File: config.mk
export PLATFORM = sky130hd
export DESIGN_NAME = mem_port_arbiter
export DESIGN_NICKNAME = d
export VERILOG_FILES = /design/src/rtl/mem_port_arbiter_pkg.sv /design/src/rtl/mem_port_arbiter_register.sv /design/src/rtl/mem_port_arbiter.sv
export SDC_FILE = /design/constraint.sdc
export NUM_CORES = 1
export LEC_CHECK = 0
export ABC_AREA = 0
export CORE_UTILIZATION = 30
export DETAILED_ROUTE_END_ITERATION = 10
export PLACE_DENSITY = 0.65
export SYNTH_ARGS = -nofsm -noshare
export SYNTH_HDL_FRONTEND = slang
export SYNTH_SLANG_ARGS = --single-unit
File: constraint.sdc
create_clock -name clk -period 5.66 [get_ports clk]
set_input_delay 0.849 -clock clk [delete_from_list [all_inputs] [get_ports clk]]
set_output_delay 0.849 -clock clk [all_outputs]
set_load 0.01 [all_outputs]
File: src/rtl/mem_port_arbiter_pkg.sv
// rtl/mem_port_arbiter_pkg.sv - shared types and defaults for the IF/MEM SRAM port arbiter
package mem_port_arbiter_pkg;

   localparam int ADDR_LEN_DEF      = 32;
   localparam int DATA_LEN_DEF      = 32;
   localparam int SRAM_ADDR_LEN_DEF = 16;
   localparam int SRAM_WAIT_DEF     = 2;
   localparam int WAIT_CNT_LEN      = 4;

   typedef enum logic [1:0] {
      ARB_IDLE   = 2'd0,
      ARB_ACCESS = 2'd1,
      ARB_DONE   = 2'd2
   } arb_state_t;

   typedef enum logic {
      OWNER_IF  = 1'b0,
      OWNER_MEM = 1'b1
   } owner_t;

   // Wait-state count loaded on grant; values above the counter range saturate.
   function automatic logic [WAIT_CNT_LEN-1:0] wait_load(input int sram_wait);
      if (sram_wait > 15)
         return 4'd15;
      else if (sram_wait < 0)
         return 4'd0;
      else
         return WAIT_CNT_LEN'(sram_wait);
   endfunction

endpackage

File: src/rtl/mem_port_arbiter_register.sv
// rtl/mem_port_arbiter_register.sv - enabled capture register with synchronous clear
module mem_port_arbiter_register #(
   parameter int WIDTH = 32
) (
   input  logic             clk,
   input  logic             rst,
   input  logic             en,
   input  logic [WIDTH-1:0] d,
   output logic [WIDTH-1:0] q
);

   always_ff @(posedge clk) begin
      if (rst)
         q <= '0;
      else if (en)
         q <= d;
   end

endmodule

File: src/rtl/mem_port_arbiter.sv
// rtl/mem_port_arbiter.sv - serialises IF and MEM accesses onto one multi-cycle SRAM port
module mem_port_arbiter
   import mem_port_arbiter_pkg::*;
#(
   parameter int ADDR_LEN      = ADDR_LEN_DEF,
   parameter int DATA_LEN      = DATA_LEN_DEF,
   parameter int SRAM_ADDR_LEN = SRAM_ADDR_LEN_DEF,
   parameter int SRAM_WAIT     = SRAM_WAIT_DEF
) (
   input  logic                     clk,
   input  logic                     rst,
   input  logic                     if_req,
   input  logic [ADDR_LEN-1:0]      if_addr,
   output logic                     if_ready,
   output logic [DATA_LEN-1:0]      if_rdata,
   input  logic                     mem_req,
   input  logic                     mem_we,
   input  logic [ADDR_LEN-1:0]      mem_addr,
   input  logic [DATA_LEN-1:0]      mem_wdata,
   output logic                     mem_ready,
   output logic [DATA_LEN-1:0]      mem_rdata,
   output logic                     if_stall,
   output logic                     mem_stall,
   output logic                     sram_en,
   output logic                     sram_we,
   output logic [SRAM_ADDR_LEN-1:0] sram_addr,
   output logic [DATA_LEN-1:0]      sram_wdata,
   input  logic [DATA_LEN-1:0]      sram_rdata
);

   localparam logic [WAIT_CNT_LEN-1:0] WAIT_INIT = wait_load(SRAM_WAIT);

   arb_state_t                state;
   arb_state_t                state_next;
   owner_t                    owner;
   logic [WAIT_CNT_LEN-1:0]   wait_cnt;
   logic [SRAM_ADDR_LEN-1:0]  addr_q;
   logic                      we_q;
   logic [DATA_LEN-1:0]       wdata_q;
   logic                      grant;
   logic                      capture;
   logic                      if_capture;
   logic                      mem_capture;
   logic                      unused_addr_bits;

   // Byte-offset and high address bits never reach the SRAM.
   assign unused_addr_bits = ^{if_addr, mem_addr};

   always_ff @(posedge clk) begin
      if (rst) begin
         state    <= ARB_IDLE;
         owner    <= OWNER_IF;
         wait_cnt <= '0;
         addr_q   <= '0;
         we_q     <= 1'b0;
         wdata_q  <= '0;
      end else begin
         state <= state_next;
         if (grant) begin
            // MEM wins ties: it belongs to the older instruction in the pipeline.
            if (mem_req) begin
               owner   <= OWNER_MEM;
               addr_q  <= mem_addr[SRAM_ADDR_LEN+1:2];
               we_q    <= mem_we;
               wdata_q <= mem_wdata;
            end else begin
               owner   <= OWNER_IF;
               addr_q  <= if_addr[SRAM_ADDR_LEN+1:2];
               we_q    <= 1'b0;
               wdata_q <= '0;
            end
            wait_cnt <= WAIT_INIT;
         end else if (state == ARB_ACCESS && wait_cnt != '0) begin
            wait_cnt <= wait_cnt - 1'b1;
         end
      end
   end

   always_comb begin
      state_next = state;
      grant      = 1'b0;
      capture    = 1'b0;
      sram_en    = 1'b0;
      if_ready   = 1'b0;
      mem_ready  = 1'b0;
      case (state)
         ARB_IDLE: begin
            if (mem_req || if_req) begin
               grant      = 1'b1;
               state_next = ARB_ACCESS;
            end
         end
         ARB_ACCESS: begin
            sram_en = 1'b1;
            if (wait_cnt == '0) begin
               capture    = 1'b1;
               state_next = ARB_DONE;
            end
         end
         ARB_DONE: begin
            if_ready   = (owner == OWNER_IF);
            mem_ready  = (owner == OWNER_MEM);
            state_next = ARB_IDLE;
         end
         default: state_next = ARB_IDLE;
      endcase
   end

   assign sram_we    = sram_en && we_q && (owner == OWNER_MEM);
   assign sram_addr  = addr_q;
   assign sram_wdata = wdata_q;

   // Stores leave the load-data register untouched.
   assign if_capture  = capture && (owner == OWNER_IF);
   assign mem_capture = capture && (owner == OWNER_MEM) && !we_q;

   mem_port_arbiter_register #(.WIDTH(DATA_LEN)) u_if_rdata (
      .clk (clk),
      .rst (rst),
      .en  (if_capture),
      .d   (sram_rdata),
      .q   (if_rdata)
   );

   mem_port_arbiter_register #(.WIDTH(DATA_LEN)) u_mem_rdata (
      .clk (clk),
      .rst (rst),
      .en  (mem_capture),
      .d   (sram_rdata),
      .q   (mem_rdata)
   );

   assign if_stall  = if_req && !if_ready;
   assign mem_stall = mem_req && !mem_ready;

endmodule

==> results of run 1 <==
-- power by group --
part	switching, mW	internal (mW)
clock	0.386	0.747
sequential	0.0359	0.908
combinational	0.226	0.238
-- cell usage in the layout, fill, tap and decap left out, drive strengths merged, types with 3 or more instances in the layout --
master / n
dfxtp: 120
clkinv: 6
bufinv: 4
a22o: 33
clkdlybuf4s50: 217
nor3b: 3
clkinvlp: 3
a211oi: 16
nand4: 32
clkbuf: 20
o21ai: 35
nand2b: 65
mux2i: 48
or4: 3
inv: 4
buf: 8
a21oi: 53
-- logic make-up (layout without fill, tap and decap cells) --
family | Yosys count | count (layout) | share of synthesized area (%)
AO/OA/AOI/OAI | 140 | 140 | 18.4
adder cells (fa/ha/maj) | 1 | 1 | 0.264
buffers and inverters | 53 | 262 | 4.82
flip-flops | 120 | 120 | 50.6
multiplexers | 48 | 48 | 10.1
AND/OR/NAND/NOR | 118 | 118 | 15.8
-- path summary, 6_finish.rpt --
path / slack, ns / startpoint / cells after the start / end
setup / recovery: 1.85 / owner / 3 / mem_ready
hold / removal: 0.47 / u_if_rdata.q[11] / 2 / u_if_rdata.q[11]
setup reg to reg: 2.45 / owner / 3 / u_mem_rdata.q[13]
hold reg to reg: 0.47 / u_if_rdata.q[11] / 2 / u_if_rdata.q[11]
-- metrics by stage --
stage,std cells,setup slack [ns]
after detailed placement,868,2.09
after CTS,900,1.80
after global placement,868,2.09
final,900,1.85
after floorplan,480,3.03
after global routing,900,1.67
-- layout make-up --
type,count,area (µm²)
fillers,1413,7640
well taps,211,264
repair buffers,225,2230
multi-input cells,307,2130
clock buffers,20,447
flip-flops and latches,120,2400
inverters,5,18.8
clock inverters,12,175
-- routing by layer --
layer | part of all wire [%] | wire length, µm
met1 | 42 | 5840
met2 | 48 | 6700
met3 | 7.8 | 1080
met4 | 1.8 | 255
met5 | 0 | 0
-- flip-flops by register name (all words and copies together), names as in the netlist --
register / flops
sram_wdata: 32
u_if_rdata.q: 32
u_mem_rdata.q: 32
sram_addr: 16
wait_cnt: 4
state: 2
owner: 1
we_q: 1
-- worst max-delay path: cells and delay by family, from the launching register on --
family / cells / cell delay [ns]
flops: 1 / 0.38
buf+inv: 2 / 1.51
simple gates: 1 / 0.66
==> qor.txt, run 1 <==
Layout cells sized above 1 = 6.39%
DP Area = 0.00705 mm²
Die area = 0.0163 mm²
Flops & latches, synth = 120
Async set or reset register ratio after synthesis = 0%
Least-Margin Pin Slew = 1.13 ns
Routed vias/inst = 4.85
Min cycle time layout = 3.81 ns
Rel. slew slack = 24.1%
Max Cap Violations = 0
Cell Chain, Critical Path = clkinv_1, nor3b_1, clkdlybuf4s50_1
Syn Inst Count = 480
Status = finished, final reports clean
Total Power = 2.54 mW
Met1 usage = 20.1%
Post-CTS Resized = 0
IO Port Bufs = 218
Setup Fix Bufs, Post-CTS = 0
Met2 usage = 29.1%
Slew Limit Fails = 0
Seq/Total Area, Yosys = 50.6%
CTS tree = yes
Remaining DRCs = 0
Pwr per Cell Area = 331 mW/mm²
Pleak = 2.97 nW
Final worst path period share = 67.2%
Design Area, Final = 0.00767 mm²
ANT nets after route = 0
Worst-case clock buffer depth = 2
Critical path launch point type = flip-flop
WHS = 0.469 ns
H-tree depth = 4
Final hold violation count = 0
Maximum vdd drop = 0.215 mV
Max frequency = 263 MHz
Leading area contributor after synthesis = dfxtp_1
Vias = 4364
Clock transition at path regs = 0.05 ns
First-pass GRT wire length = 22000 µm
CP max stage cell = clkinv_1
Syn. warnings = 0
Worst path max stage delay = 0.89 ns
Cells taking the most area after synthesis = dfxtp_1 (51%), mux2i_1 (10%), nand2b_1 (8.6%), a22o_1 (6.1%), a21oi_1 (5.6%)
Most numerous cell in the Yosys netlist = dfxtp_1
Unrepaired setup endpoints after global routing = no
Die width = 128 µm
Crit-path max FO = 34
EDFF count, synth = 0
Hpwl dp = 9290 µm
Clock Sink Count = 120
Nets = 810
WP data required = 4.81 ns
Arr. time, crit path = 2.96 ns
Hold bufs inserted after CTS = 0
Clock Root Buffer = clkbuf_16
Total routed wirelength = 13900 µm
Syn Area/Cell = 9.89 µm²
Ys flop type = dfxtp_1
Clock latency on the worst-skew pair = 0.41 ns
Initial antenna violation count = 0
Grt met3 use = 5.84%
Initial core utilization = 31.0%
Area share of the largest cell type after synthesis = 50.6%
Library cells used by synthesis = 32
Routed len/inst = 15.4 µm
Vias in the first global route = 4368
Pin count of the biggest net entering global routing = 110
# setup viols final = 0
Synth-to-layout area growth = 61.6%
Mapped cell area = 0.00475 mm²
GRT busiest layer = met2
Clock skew = 0.00745 ns
Utilization after layout = 50.1%
Num CTS Buffers = 17
Worst Hold Class = flip-flop to flip-flop
Die height = 128 µm
Critical path endpoint category = output pin
Total negative slack = 0 ns
Drt pass-1 iters = 5
Gr usage total = 17.3%
Synth cell count leaders = dfxtp_1 (120), nand2b_1 (65), a21oi_1 (53)
# IOs = 251
Core area = 0.0153 mm²
Global route overflow = 0
Routability-driven placement congestion ratio = 0.745
Initial DRC Count = 230
Crit Path Category = flip-flop to output pin
Syn_nets = 614
N_diodes = 0
Rows = 45
No activity file was read; power rests on OpenSTA's default activity.
==> inputs of run 2 (changes only) <==
Settings changed: PLACE_DENSITY 0.65 to 0.67.
Clock period 5.66 ns to 3.1 ns, I/O delays scaled along.
==> qor.txt, run 2 (synthesis results as in run 1) <==
Max Cap Violations = 0
Pwr per Cell Area = 587 mW/mm²
Initial core utilization = 31.0%
Clock transition at path regs = 0.06 ns
Max frequency = 375 MHz
R2R cell count = 6
Min cycle time layout = 2.67 ns
Filler cells = 1373
Total routed wirelength = 14100 µm
Status = finished, final reports clean
Initial DRC Count = 192
Setup ws final = 0.432 ns
# setup viols final = 0
Initial antenna violation count = 0
Rows = 45
Crit-path max FO = 19
Seq pwr share = 38.2%
Nets = 815
Clock Root Buffer = clkbuf_16
Hold bufs inserted after CTS = 0
Arr. time, crit path = 2.20 ns
Drt pass-1 iters = 6
CTS tree = yes
Design Area, Final = 0.00769 mm²
Die area = 0.0163 mm²
Int Power = 3.30 mW
Reg-to-reg startpoint = wait_cnt[0]
Global route overflow = 0
Core area = 0.0153 mm²
H-tree depth = 4
Most common cell after layout, fill and taps aside = clkdlybuf4s50_1
P_sw = 1.21 mW
Vias in the first global route = 4361
Critical path launch point type = flip-flop
Routed vias/inst = 4.88
Remaining DRCs = 0
Die height = 128 µm
Commonest non-fill, non-tap cells in the layout = clkdlybuf4s50_1 (217), dfxtp_1 (120), nand2b_1 (65)
Layout cells sized above 1 = 7.35%
Post-CTS Resized = 0
Hold path depth = 2
Share of total power in the clock network = 42.9%
First-pass GRT wire length = 22100 µm
Pre-CTS setup slack = 0.778 ns
Gr usage total = 17.5%
Pin count of the biggest net entering global routing = 91
Least-Margin Pin Slew = 0.714 ns
ANT nets after route = 0
Worst-case clock buffer depth = 2
Routability-driven placement congestion ratio = 0.774
Reg2reg setup slack = 0.78 ns
Maximum vdd drop = 0.343 mV
Die width = 128 µm
Hpwl dp = 9510 µm
# IOs = 251
Worst Hold Class = flip-flop to flip-flop
Multi-input gate area = 0.00213 mm²
Hold endpoint = u_if_rdata.q[10]
N_diodes = 0
Clock latency on the worst-skew pair = 0.41 ns
Unrepaired setup endpoints after global routing = no
Rel. slew slack = 52.4%
Pleak = 2.98 nW
Crit Path Category = flip-flop to output pin
DP Area = 0.00710 mm²
Hold_sp = u_if_rdata.q[10]
WP data required = 2.63 ns
IO Port Bufs = 218
Final worst path period share = 86.1%
Critical path endpoint category = output pin
Routed len/inst = 15.5 µm
Synth-to-layout area growth = 62.0%
Slew Limit Fails = 0
Register area = 0.00240 mm²
Total negative slack = 0 ns
Setup Fix Bufs, Post-CTS = 0
Vias = 4413
Clock skew = 0.00683 ns
Sw Share = 26.8%
Final hold violation count = 0
Num CTS Buffers = 17
RR Endpoint = u_mem_rdata.q[1]
Clock Sink Count = 120
Gate power share = 19.0%
-- run 2: worst max-delay path by stage --
stage	start	endpoint
finish	state[0]	sram_we
CTS	state[0]	sram_we
floorplan	wait_cnt[0]	u_mem_rdata.q[10]
global placement	wait_cnt[0]	u_mem_rdata.q[5]
detailed placement	wait_cnt[0]	u_mem_rdata.q[1]
global route	state[0]	sram_we
-- run 2: cell type report --
type | count | area share, %
flip-flops and latches | 120 | 31.2
inverters | 5 | 0.244
repair buffers | 230 | 29.6
well taps | 211 | 3.43
clock buffers | 18 | 5.71
clock inverters | 14 | 1.97
multi-input cells | 307 | 27.8
-- run 2: power by group through the flow --
| stage | Sequential [mW] | Combinational [mW] | Clock, mW |
|---|---|---|---|
| final | 1.72 | 0.856 | 1.93 |
| after global routing | 1.73 | 0.929 | 2.06 |
| after CTS | 1.72 | 0.865 | 1.98 |
| after detailed placement | 1.75 | 0.862 | 0 |
| after global placement | 1.75 | 0.848 | 0 |
| after floorplan | 1.79 | 0.354 | 0 |
-- run 2: worst max-delay path: stages, from the launching register on --
cell             delay [ns]
dfxtp_1                0.45
nand2b_1               0.21
inv_2                  0.35
and3_1                 0.21
clkdlybuf4s50_1        0.56
-- run 2: metrics by stage --
stage          instances  total power, mW  hold slack (ns)  util (%)
2_1_floorplan        480             2.15            0.448         -
3_3_place_gp         873             2.60            0.455      46.4
3_5_place_dp         873             2.61            0.453      46.4
4_1_cts              905             4.57            0.472      50.2
5_1_grt              905             4.73            0.491      50.2
6_report             905             4.51            0.473      50.2
-- run 2: per-layer routing --
metal / track usage [%] / routed length, µm / vias up
met5: 0 / 0 / -
met4: 7.68 / 263 / 0
met3: 5.34 / 826 / 19
met2: 28.8 / 6750 / 162
met1: 21.0 / 6230 / 2095
li1: - / - / 2137
==> inputs of run 3 (changes only) <==
Settings changed: CAP_MARGIN set to 25.
==> results of run 3 <==
The final DEF is identical to that of run 2; final timing and power are the same.
